`config.mk`:
```
export PLATFORM = sky130hd
export DESIGN_NAME = cpu5_ifu
export DESIGN_NICKNAME = d
export VERILOG_FILES = /design/src/rtl/cpu5_ifu.sv
export SDC_FILE = /design/constraint.sdc
export NUM_CORES = 1
export LEC_CHECK = 0
export ABC_AREA = 1
export CORE_MARGIN = 2
export CORE_UTILIZATION = 35
export DETAILED_ROUTE_END_ITERATION = 10
export PLACE_DENSITY = 0.66
export SLEW_MARGIN = 20
export SYNTH_ARGS = -nofsm -noshare
export SYNTH_HDL_FRONTEND = slang
export SYNTH_SLANG_ARGS = --single-unit
export TNS_END_PERCENT = 5
```
`constraint.sdc`:
```
create_clock -name clk -period 1.9 [get_ports clk]
set_input_delay 0.57 -clock clk [delete_from_list [all_inputs] [get_ports clk]]
set_output_delay 0.57 -clock clk [all_outputs]
set_load 0.1 [all_outputs]
```
`src/rtl/cpu5_ifu.sv`:
```
// Instruction fetch unit: one outstanding imem request, IF/ID register with a one-entry skid buffer.
// Optional misaligned-redirect halt is enabled by defining CPU5_IFU_MISALIGN_CHK_EN.
module cpu5_ifu #(
    parameter logic [31:0] RESET_PC = 32'h0000_0000
) (
    input  logic        clk,
    input  logic        resetn,
    output logic        imem_req_valid,
    input  logic        imem_req_ready,
    output logic [31:0] imem_req_addr,
    input  logic        imem_rsp_valid,
    input  logic [31:0] imem_rsp_data,
    input  logic        redirect_valid,
    input  logic [31:0] redirect_pc,
    input  logic        id_ready,
    output logic        id_valid,
    output logic [31:0] id_instr,
    output logic [31:0] id_pc,
    output logic [6:0]  id_op,
    output logic [2:0]  id_funct3,
    output logic [6:0]  id_funct7,
    output logic        fetch_misalign
);

    typedef enum logic [1:0] {S_IDLE, S_REQ, S_WAIT, S_HOLD} state_t;

    localparam logic [31:0] NOP = 32'h0000_0013;

    state_t      r_state, w_state_nxt;
    logic [31:0] r_pc, w_pc_nxt;
    logic [31:0] r_fetch_pc, w_fetch_pc_nxt;
    logic        r_kill, w_kill_nxt;
    logic [31:0] r_hold_instr, w_hold_nxt;
    logic        r_id_valid, w_id_valid_nxt;
    logic [31:0] r_id_instr, w_id_instr_nxt;
    logic [31:0] r_id_pc, w_id_pc_nxt;
    logic        w_free;
    logic        w_halted;
    logic [31:0] w_redirect_target;

`ifdef CPU5_IFU_MISALIGN_CHK_EN
    logic        r_misalign, w_misalign_nxt;
    assign w_halted          = r_misalign;
    assign w_redirect_target = redirect_pc;
    assign fetch_misalign    = r_misalign;
`else
    logic        w_unused_redirect_lsb;
    assign w_unused_redirect_lsb = ^redirect_pc[1:0];
    assign w_halted          = 1'b0;
    assign w_redirect_target = {redirect_pc[31:2], 2'b00};
    assign fetch_misalign    = 1'b0;
`endif

    assign w_free         = !r_id_valid || id_ready;
    assign imem_req_valid = (r_state == S_REQ);
    assign imem_req_addr  = r_pc;
    assign id_valid       = r_id_valid;
    assign id_instr       = r_id_instr;
    assign id_pc          = r_id_pc;
    assign id_op          = r_id_instr[6:0];
    assign id_funct3      = r_id_instr[14:12];
    assign id_funct7      = r_id_instr[31:25];

    always_comb begin
        w_state_nxt    = r_state;
        w_pc_nxt       = r_pc;
        w_fetch_pc_nxt = r_fetch_pc;
        w_kill_nxt     = r_kill;
        w_hold_nxt     = r_hold_instr;
        w_id_valid_nxt = r_id_valid && !id_ready;
        w_id_instr_nxt = r_id_instr;
        w_id_pc_nxt    = r_id_pc;
`ifdef CPU5_IFU_MISALIGN_CHK_EN
        w_misalign_nxt = r_misalign;
`endif
        if (w_halted) begin
            w_state_nxt    = S_IDLE;
            w_id_valid_nxt = 1'b0;
        end else if (redirect_valid) begin
            w_pc_nxt       = w_redirect_target;
            w_id_valid_nxt = 1'b0;
            case (r_state)
                S_REQ: begin
                    // An accepted request is already in flight; its response must be killed.
                    if (imem_req_ready) begin
                        w_state_nxt = S_WAIT;
                        w_kill_nxt  = 1'b1;
                    end else begin
                        w_state_nxt = S_REQ;
                    end
                end
                S_WAIT: begin
                    if (imem_rsp_valid) begin
                        w_state_nxt = S_REQ;
                        w_kill_nxt  = 1'b0;
                    end else begin
                        w_kill_nxt  = 1'b1;
                    end
                end
                default: w_state_nxt = S_REQ;
            endcase
`ifdef CPU5_IFU_MISALIGN_CHK_EN
            if (redirect_pc[1:0] != 2'b00) begin
                w_misalign_nxt = 1'b1;
                w_state_nxt    = S_IDLE;
                w_kill_nxt     = 1'b0;
            end
`endif
        end else begin
            case (r_state)
                S_IDLE: w_state_nxt = S_REQ;
                S_REQ: begin
                    if (imem_req_ready) begin
                        w_fetch_pc_nxt = r_pc;
                        w_pc_nxt       = r_pc + 32'd4;
                        w_state_nxt    = S_WAIT;
                    end
                end
                S_WAIT: begin
                    if (imem_rsp_valid) begin
                        if (r_kill) begin
                            w_kill_nxt  = 1'b0;
                            w_state_nxt = S_REQ;
                        end else if (w_free) begin
                            w_id_instr_nxt = imem_rsp_data;
                            w_id_pc_nxt    = r_fetch_pc;
                            w_id_valid_nxt = 1'b1;
                            w_state_nxt    = S_REQ;
                        end else begin
                            w_hold_nxt  = imem_rsp_data;
                            w_state_nxt = S_HOLD;
                        end
                    end
                end
                S_HOLD: begin
                    if (id_ready) begin
                        w_id_instr_nxt = r_hold_instr;
                        w_id_pc_nxt    = r_fetch_pc;
                        w_id_valid_nxt = 1'b1;
                        w_state_nxt    = S_REQ;
                    end
                end
                default: w_state_nxt = S_IDLE;
            endcase
        end
    end

    always_ff @(posedge clk or negedge resetn) begin
        if (!resetn) begin
            r_state      <= S_IDLE;
            r_pc         <= RESET_PC;
            r_fetch_pc   <= 32'd0;
            r_kill       <= 1'b0;
            r_hold_instr <= NOP;
            r_id_valid   <= 1'b0;
            r_id_instr   <= NOP;
            r_id_pc      <= 32'd0;
        end else begin
            r_state      <= w_state_nxt;
            r_pc         <= w_pc_nxt;
            r_fetch_pc   <= w_fetch_pc_nxt;
            r_kill       <= w_kill_nxt;
            r_hold_instr <= w_hold_nxt;
            r_id_valid   <= w_id_valid_nxt;
            r_id_instr   <= w_id_instr_nxt;
            r_id_pc      <= w_id_pc_nxt;
        end
    end

`ifdef CPU5_IFU_MISALIGN_CHK_EN
    always_ff @(posedge clk or negedge resetn) begin
        if (!resetn) begin
            r_misalign <= 1'b0;
        end else begin
            r_misalign <= w_misalign_nxt;
        end
    end
`endif

endmodule

```
# Yosys cells after proc, flatten, opt, wreduce, memory -nomap -nowiden
# Cells that the tools add are included.
# word_totals
mem_bits_rw	0
latch_bits	0
rom_bits	0
reg_bits	164
wordCells	74
input_bits	70
out_inout_bits	116
mem_count	0
# classes
eq_ne	10
mux	35
multipliers	0
n_bitwise	3
div_mod_pow	0
n_shift	0
n_lt_le_gt_ge	0
n_addsub	1
n_reduce_logical	17
# op_table
operator	count
two-way mux 32 bit	11
one-hot mux 32 bit (2 select lines)	2
adder 32 x 3 -> 32 bit, second input constant	1
two-way mux 2 bit	8
nonzero test 2 bit	6
two-way mux 1 bit	10
inequality test 2 bit, second input constant	4
one-hot mux 2 bit (4 select lines)	1
inequality test 3 bit, second input constant	2
AND reduction 3 bit	2
AND reduction 6 bit	1
AND reduction 5 bit	1
equality test 2 bit, second input constant	2
one-hot mux 1 bit (2 select lines)	2
one-hot mux 2 bit (2 select lines)	1
AND reduction 4 bit	1
inequality test 3 x 1 -> 1 bit, second input constant	1
inverter 1 bit	3
equality test 2 x 1 -> 1 bit, second input constant	1
logical NOT 1 bit	2
logical NOT 2 bit	1
AND reduction 2 bit	1
logical AND 1 bit	1
logical OR 1 bit	1

# Depth between registers and ports, before layout
# Gate-level depths: netlist (run 1).
# logic_depth
depth_word	7
depth_mapped	10
mapped_depth_nobuf	9

# Least setup slack after synthesis (run 1)
# Ideal clock, no wire load.
# synth_timing
path_type	register -> register
startpoint	register r_state[1]
endpoint	register r_pc[12], in the netlist imem_req_addr[12]
slack_ns	-0.482
path_buffers	2
t_required_ns	1.775
stages_incl_launch_ff	10
setup_ns	0.125
synth_period_minus_slack_ns	2.382
arrival_ns	2.257
path_cell_list	dfrtp_1 > inv_1 > ha_1 > nand2_2 > nor2_2 > buf_4 > buf_4 > nand3_1 > o21ai_0 > a21oi_1
# synth_via
elab_chain_len	3
# synth_lines
element	line	text
from (decl)	29	state_t r_state, w_state_nxt;
from (signal assigned)	159	r_state <= w_state_nxt;
equality test 2 x 1 -> 1 bit	n/a	
net imem_req_valid	8	output logic imem_req_valid,
nonzero test 2 bit (no line)	n/a	
AND reduction 2 bit (no line)	n/a	
to (signal assigned)	160	r_pc <= w_pc_nxt;
to (decl)	30	logic [31:0] r_pc, w_pc_nxt;
# The timed path passes the listed nets, and every way through them passes these cells.
# A chain may end at the register's enable or synchronous reset.

# Worst setup path after layout (run 1)
# layout_timing
startpoint	register r_state[0]
endpoint	output port imem_req_valid
# layout_via
elab_chain_len	1
# layout_lines
element	line	text
equality test 2 x 1 -> 1 bit	55	assign imem_req_valid = (r_state == S_REQ);
to (decl)	8	
# No other way between the ends.

==> impl_metrics.py, run 1 <==
metrics = {
    "cts": {
        "clk_pin_slew_worst_paths_ps": 60,
        "cts_made_buffers": 17,
        "clockBufferDepth": 2,
        "clock-sinks": 158,
        "cts_max_level": 4,
        "root_buffer": "clkbuf_16",
        "worstSkewPairLatency_ps": 430,
        "cts_tree": "yes",
    },
    "finish": {
        "num_antenna_cells": 0,
        "areaGrowthSynthToFinish_pct": 51.6,
        "num-fill-cells": 1888,
        "final_nets": 1182,
        "final_area_mm2": 0.0116,
        "final_layout_size_suffix_gt1_share_pct": 22.3,
    },
    "worst_setup_path": {
        "crit_required_ps": 1330,
        "crit_path_start": "r_state[0]$_DFFE_PN0P_",
        "max_stage_delay_ps": 380,
        "r2r-start": "r_state[0]$_DFFE_PN0P_",
        "worstPathArrival_ps": 1300,
        "path_class": "reg2out",
        "cp_cell_sequence": "buf_4, ha_4, buf_12",
        "cp_max_fo": 4,
        "crit_slowest_cell": "dfrtp_1",
        "startpoint_type": "register",
        "cp_top_family": "flip-flops",
        "endpoint_kind": "output port",
        "cp_num_buf_inv": 2,
    },
    "placed_design": {
        "dpl-instance-area_mm2": 0.0109,
        "gp_congestion": 0.906,
        "pre_cts_slack_ps": -268,
        "hpwl_mm": 14.8,
        "io_buffers": 178,
    },
    "logic_synthesis": {
        "ys_seq_elements": 158,
        "synth_cell_types": 44,
        "yosys-top-cells-area": "dfrtp_1 (50%), nand2_1 (12%), o21ai_1 (5.5%)",
        "yosysTopAreaCell": "dfrtp_1",
        "synth_area_mm2": 0.00762,
        "yosysSeqAreaShare_pct": 52.0,
        "syn_inst": 927,
        "synth_top_cell_area_share_pct": 49.9,
        "netlist_top_cells_count": "nand2_1 (252), dfrtp_1 (152), inv_1 (110)",
        "async_reset_ff_share_pct": 100,
        "synth_enable_flop_cells": 0,
        "synth.most_common_cell": "nand2_1",
        "avgSynthCellArea_um2": 8.22,
        "ys.flop_type": "dfrtp_1",
        "yosys_warnings": 0,
    },
    "routing": {
        "top_layer": "met4",
        "dr_wl_met2_mm": 8.88,
        "wl_per_cell_um": 14.4,
        "drt_iter0_drc": 404,
        "first_pass_iters": 5,
        "met1_length_mm": 9.55,
        "via_count": 6635,
        "drc": 0,
        "met3_length_mm": 1.28,
        "ant_nets": 0,
        "drt-vias-per-instance": 4.76,
        "wirelength_mm": 20.1,
    },
    "timing": {
        "final_hold_viol_count": 0,
        "fin_crit_ps": 1870,
        "rsz0062_at_grt": "true",
        "fin_skew_ps": 8.64,
        "fin_ws_ps": 32.5,
        "slew_viol_final": 0,
        "fin_setup_tns_ps": 0,
        "min_period_over_period_pct": 98.3,
        "fmax_mhz": 535,
        "setup_viol": 0,
        "fin_hold_ws_ps": 12.3,
    },
    "grt": {
        "antenna_found_initial": 0,
        "grt_max_degree": 65,
        "grt_usage_pct": 18.4,
        "grt_pass1_wl_mm": 32.8,
        "grt_pass1_vias": 6422,
        "globalRoute.totalOverflow": 0,
    },
    "floorplanning": {
        "die_h_um": 152,
        "rows": 53,
        "start_util_pct": 35.9,
        "core_mm2": 0.0212,
        "num_io_pins": 186,
        "die_area_mm2": 0.0230,
        "die_w_um": 152,
    },
    "run_status": {
        "outcome": "finished clean",
    },
    "min_path": {
        "worstHoldPathType": "in2async",
    },
    "run": {
        "cap_violations": 0,
    },
}
## stage by stage
| step | util [%] | std cells |
|---|---|---|
| after floorplan | - | 931 |
| after CTS | 54.3 | 1390 |
| final | 54.4 | 1395 |
| after global placement | 51.4 | 1357 |
| after detailed placement | 51.4 | 1357 |
| after global routing | 54.4 | 1395 |
## path summary, 6_finish.rpt
| check | endpoint | slack, ps | cells past startpoint |
|---|---|---|---|
| min in group clk | r_hold_instr[11]$_DFFE_PN0P_ | 490 | 2 |
| worst max register to register | id_instr[23]$_DFFE_PN0P_ | 160 | 9 |
| worst min-delay path | id_instr[5]$_DFFE_PN0P_ | 10 | 1 |
| max in group asynchronous | id_pc[7]$_DFFE_PN0P_ | 1310 | 2 |
| worst min register to register | r_hold_instr[11]$_DFFE_PN0P_ | 490 | 2 |
| worst max-delay path | imem_req_valid | 30 | 3 |
## worst reg2reg max path: stages, from the launching register on
cell and delay (ps):
dfrtp_1 380, buf_4 140, inv_1 50, ha_1 190, inv_2 70, a21oi_2 190, nand4_4 190, buf_4 270
nand2_1 100, o21ai_1 60
## cells by family (layout without fill, tap and decap cells)
| logic type | Yosys count | count (layout) | synth area share [%] |
|---|---|---|---|
| simple gates | 381 | 381 | 22.0 |
| compound gates | 200 | 200 | 13.8 |
| buf+inv | 179 | 368 | 11.0 |
| flops | 158 | 158 | 52.0 |
| fa+ha+maj | 5 | 5 | 0.821 |
| xor+xnor | 3 | 3 | 0.345 |
| other cells | 1 | 5 | 0.0492 |
## sequential cells by signal (all words and copies together), names as in the netlist
signal	cells
id_instr	32
r_hold_instr	32
id_pc	30
imem_req_addr	30
r_fetch_pc	30
r_state	2
id_valid	1
r_kill	1
## layer usage
metal | track usage (%) | vias up
met5 | 0 | -
li1 | - | 3303
met2 | 28.0 | 234
met1 | 26.1 | 3065
met4 | 6.34 | 0
met3 | 3.71 | 33
## cell usage in the layout (no fill, tap or decap), drive strengths merged, types with 2 or more instances in the layout
master | Yosys | routed
dfrtp | 152 | 152
dfstp | 6 | 6
buf | 43 | 155
inv | 115 | 117
nand3b | 5 | 5
o211ai | 6 | 6
or2 | 2 | 2
xnor2 | 2 | 2
o21bai | 2 | 2
ha | 5 | 5
nand2 | 261 | 261
clkbuf | 21 | 18
o21ai | 168 | 168
clkdlybuf4s50 | 0 | 66
nor3 | 7 | 7
clkinvlp | 0 | 4
conb | 1 | 5
a21oi | 18 | 18
nor2 | 57 | 57
bufinv | 0 | 2
clkinv | 0 | 6
nand3 | 41 | 41
nand4 | 8 | 8
## area by class of cell
type                    instances  area (um2)  area share [%]
clock buffers                  18         439            3.80
clock inverters                14         159            1.38
inverters                     115         432            3.74
multi-input cells             594        2870            24.8
flip-flops and latches        158        3980            34.5
well taps                     275         344            2.98
repair buffers                221        3330            28.8
## timing repair
action | 4_1_cts | 5_1_grt
resized for setup | 1 | 0
setup buffers | 1 | 5
pin swaps | 0 | 2
hold buffers | 0 | 0
endpoints found under the setup margin | 1 | 2
Power of run 1 is left out: the tool's default activity adds up to more than one toggle a clock period on the data nets, which glitch-free logic cannot reach.
==> inputs of run 2 (changes only) <==
Settings changed: CAP_MARGIN set to 10.
Clock period 1.9 ns to 2.03 ns, I/O delays scaled along.
==> run 2 against run 1 <==
  * Sequential share of layout area about the same
  * Routed wire length hardly changed
  * Worst setup slack gained 34 ps
  * First-iteration DRC count shrank 6.4%
  * Worst hold slack improved by 84 ps
  * Count of clock-buffer cells in the layout fell by 1
  * Core utilization shrank 0.25 points
  * Die area is the same
  * Final area decreased by 0.46%
  * Sequential cell count is the same
  * Register-to-register slack improved by 80 ps
  * Critical path type unchanged
  * Highest routed layer unchanged
==> impl_metrics.py, run 2 (same netlist as run 1, synthesis figures left out) <==
metrics = {
    "worst_setup_path": {
        "cp_cell_sequence": "inv_1, ha_4, buf_12",
        "endpoint": "imem_req_valid",
        "r2r-start": "r_state[0]$_DFFE_PN0P_",
        "cp_top_family": "flip-flops",
        "path_class": "reg2out",
        "startpoint_type": "register",
        "crit_required_ps": 1420,
        "rrSetupSlack_ps": 240,
        "endpoint_kind": "output port",
        "worst-path-stages": 3,
        "crit_path_start": "r_state[1]$_DFFE_PN0P_",
        "rr_worst_depth": 10,
        "cp_num_buf_inv": 2,
        "cp_max_fo": 4,
        "worstPathArrival_ps": 1350,
        "timing.rr.end": "id_instr[18]$_DFFE_PN0P_",
        "max_stage_delay_ps": 410,
        "crit_slowest_cell": "dfrtp_1",
    },
    "timing": {
        "fin_crit_ps": 1960,
        "rsz0062_at_grt": "false",
        "fin_skew_ps": 16.1,
        "fmax_mhz": 509,
        "final_hold_viol_count": 0,
        "fin_hold_ws_ps": 96.7,
        "tightest_slew_ps": 610,
        "slew_viol_final": 0,
        "setup_viol": 0,
        "min_period_over_period_pct": 96.7,
        "slew_headroom_pct": 59.3,
    },
    "routing": {
        "drt-vias-per-instance": 4.74,
        "wl_per_cell_um": 14.4,
        "via_count": 6606,
        "drc": 0,
        "ant_nets": 0,
        "drt_iter0_drc": 378,
        "wirelength_mm": 20.1,
        "first_pass_iters": 5,
    },
    "finish": {
        "num_antenna_cells": 0,
        "areaGrowthSynthToFinish_pct": 50.9,
        "utilization_pct": 54.2,
        "layout_commonest_cell": "nand2_1",
        "final_nets": 1180,
        "final_layout_size_suffix_gt1_share_pct": 20.8,
        "layout_common_cells": "nand2_1 (252), dfrtp_1 (150), buf_12 (120)",
    },
    "cts": {
        "worstSkewPairLatency_ps": 420,
        "cts_tree": "yes",
        "clockBufferDepth": 2,
        "cts_made_buffers": 17,
        "cts_max_level": 4,
        "root_buffer": "clkbuf_16",
        "clock-sinks": 158,
        "cts_setup_buffers": 0,
        "clk_pin_slew_worst_paths_ps": 70,
    },
    "floorplanning": {
        "die_h_um": 152,
        "die_w_um": 152,
        "start_util_pct": 35.9,
        "num_io_pins": 186,
        "die_area_mm2": 0.0230,
        "core_mm2": 0.0212,
        "rows": 53,
    },
    "placed_design": {
        "io_buffers": 178,
        "gp_congestion": 0.919,
        "hpwl_mm": 14.9,
    },
    "grt": {
        "grt_pass1_vias": 6483,
        "globalRoute.totalOverflow": 0,
        "grt_usage_pct": 18.2,
        "antenna_found_initial": 0,
        "grt_max_degree": 65,
        "grt_pass1_wl_mm": 32.3,
    },
    "run": {
        "cap_violations": 0,
    },
    "run_status": {
        "outcome": "finished clean",
    },
    "min_path": {
        "worstHoldPathType": "in2async",
    },
}
==> run 2: cell count changes in the layout (fill, tap and decap cells not counted), sizes merged <==
cell	delta
buf	-2
bufinv	-1
clkbuf	-1
clkinv	-2
inv	+4
==> run 2: worst min-delay path by stage <==
stage / slack, ps / endpoint / start
after floorplan: 310 / id_instr[10]$_DFFE_PN0P_ / resetn
after global placement: 460 / r_hold_instr[11]$_DFFE_PN0P_ / r_hold_instr[11]$_DFFE_PN0P_
after detailed placement: 470 / r_hold_instr[2]$_DFFE_PN0P_ / r_hold_instr[2]$_DFFE_PN0P_
after CTS: 100 / id_instr[6]$_DFFE_PN0P_ / resetn
after global routing: 110 / id_instr[6]$_DFFE_PN0P_ / resetn
final: 100 / id_instr[6]$_DFFE_PN0P_ / resetn
==> run 2: cell type report <==
class                      instances  area [um2]
tap                              275         344
fill                            1886        9720
clock inverter                    15         153
multi-input combinational        594        2870
sequential                       158        3960
inverter                         115         432
clock buffer                      17         425
timing repair buffer             219        3310
==> run 2: metal layers <==
layer	wire length, um	GRT usage [%]	vias up	part of all wire [%]
met3	1330	4.28	13	6.6
li1	-	-	3297	-
met1	9290	24.3	3062	46
met5	0	0	-	0
met4	172	5.42	0	0.86
met2	9310	29.4	234	46
==> run 2: what timing repair did <==
action,in CTS,in global routing
setup endpoints to repair,0,1
gates resized for setup,0,1
hold buffers,0,0
==> run 2: per-stage QoR <==
| step | cell area, um2 | TNS [ps] | std cells | setup WS (ps) |
|---|---|---|---|---|
| after detailed placement | 10900 | -6200 | 1361 | -116 |
| after global routing | 11500 | 0 | 1393 | 17.1 |
| after global placement | 10900 | -4960 | 1361 | -96.1 |
| after CTS | 11500 | 0 | 1393 | 5.26 |
| final | 11500 | 0 | 1393 | 66.9 |
| after floorplan | 7640 | -4.97 | 931 | -4.97 |
Power of run 2 is left out for the same reason.
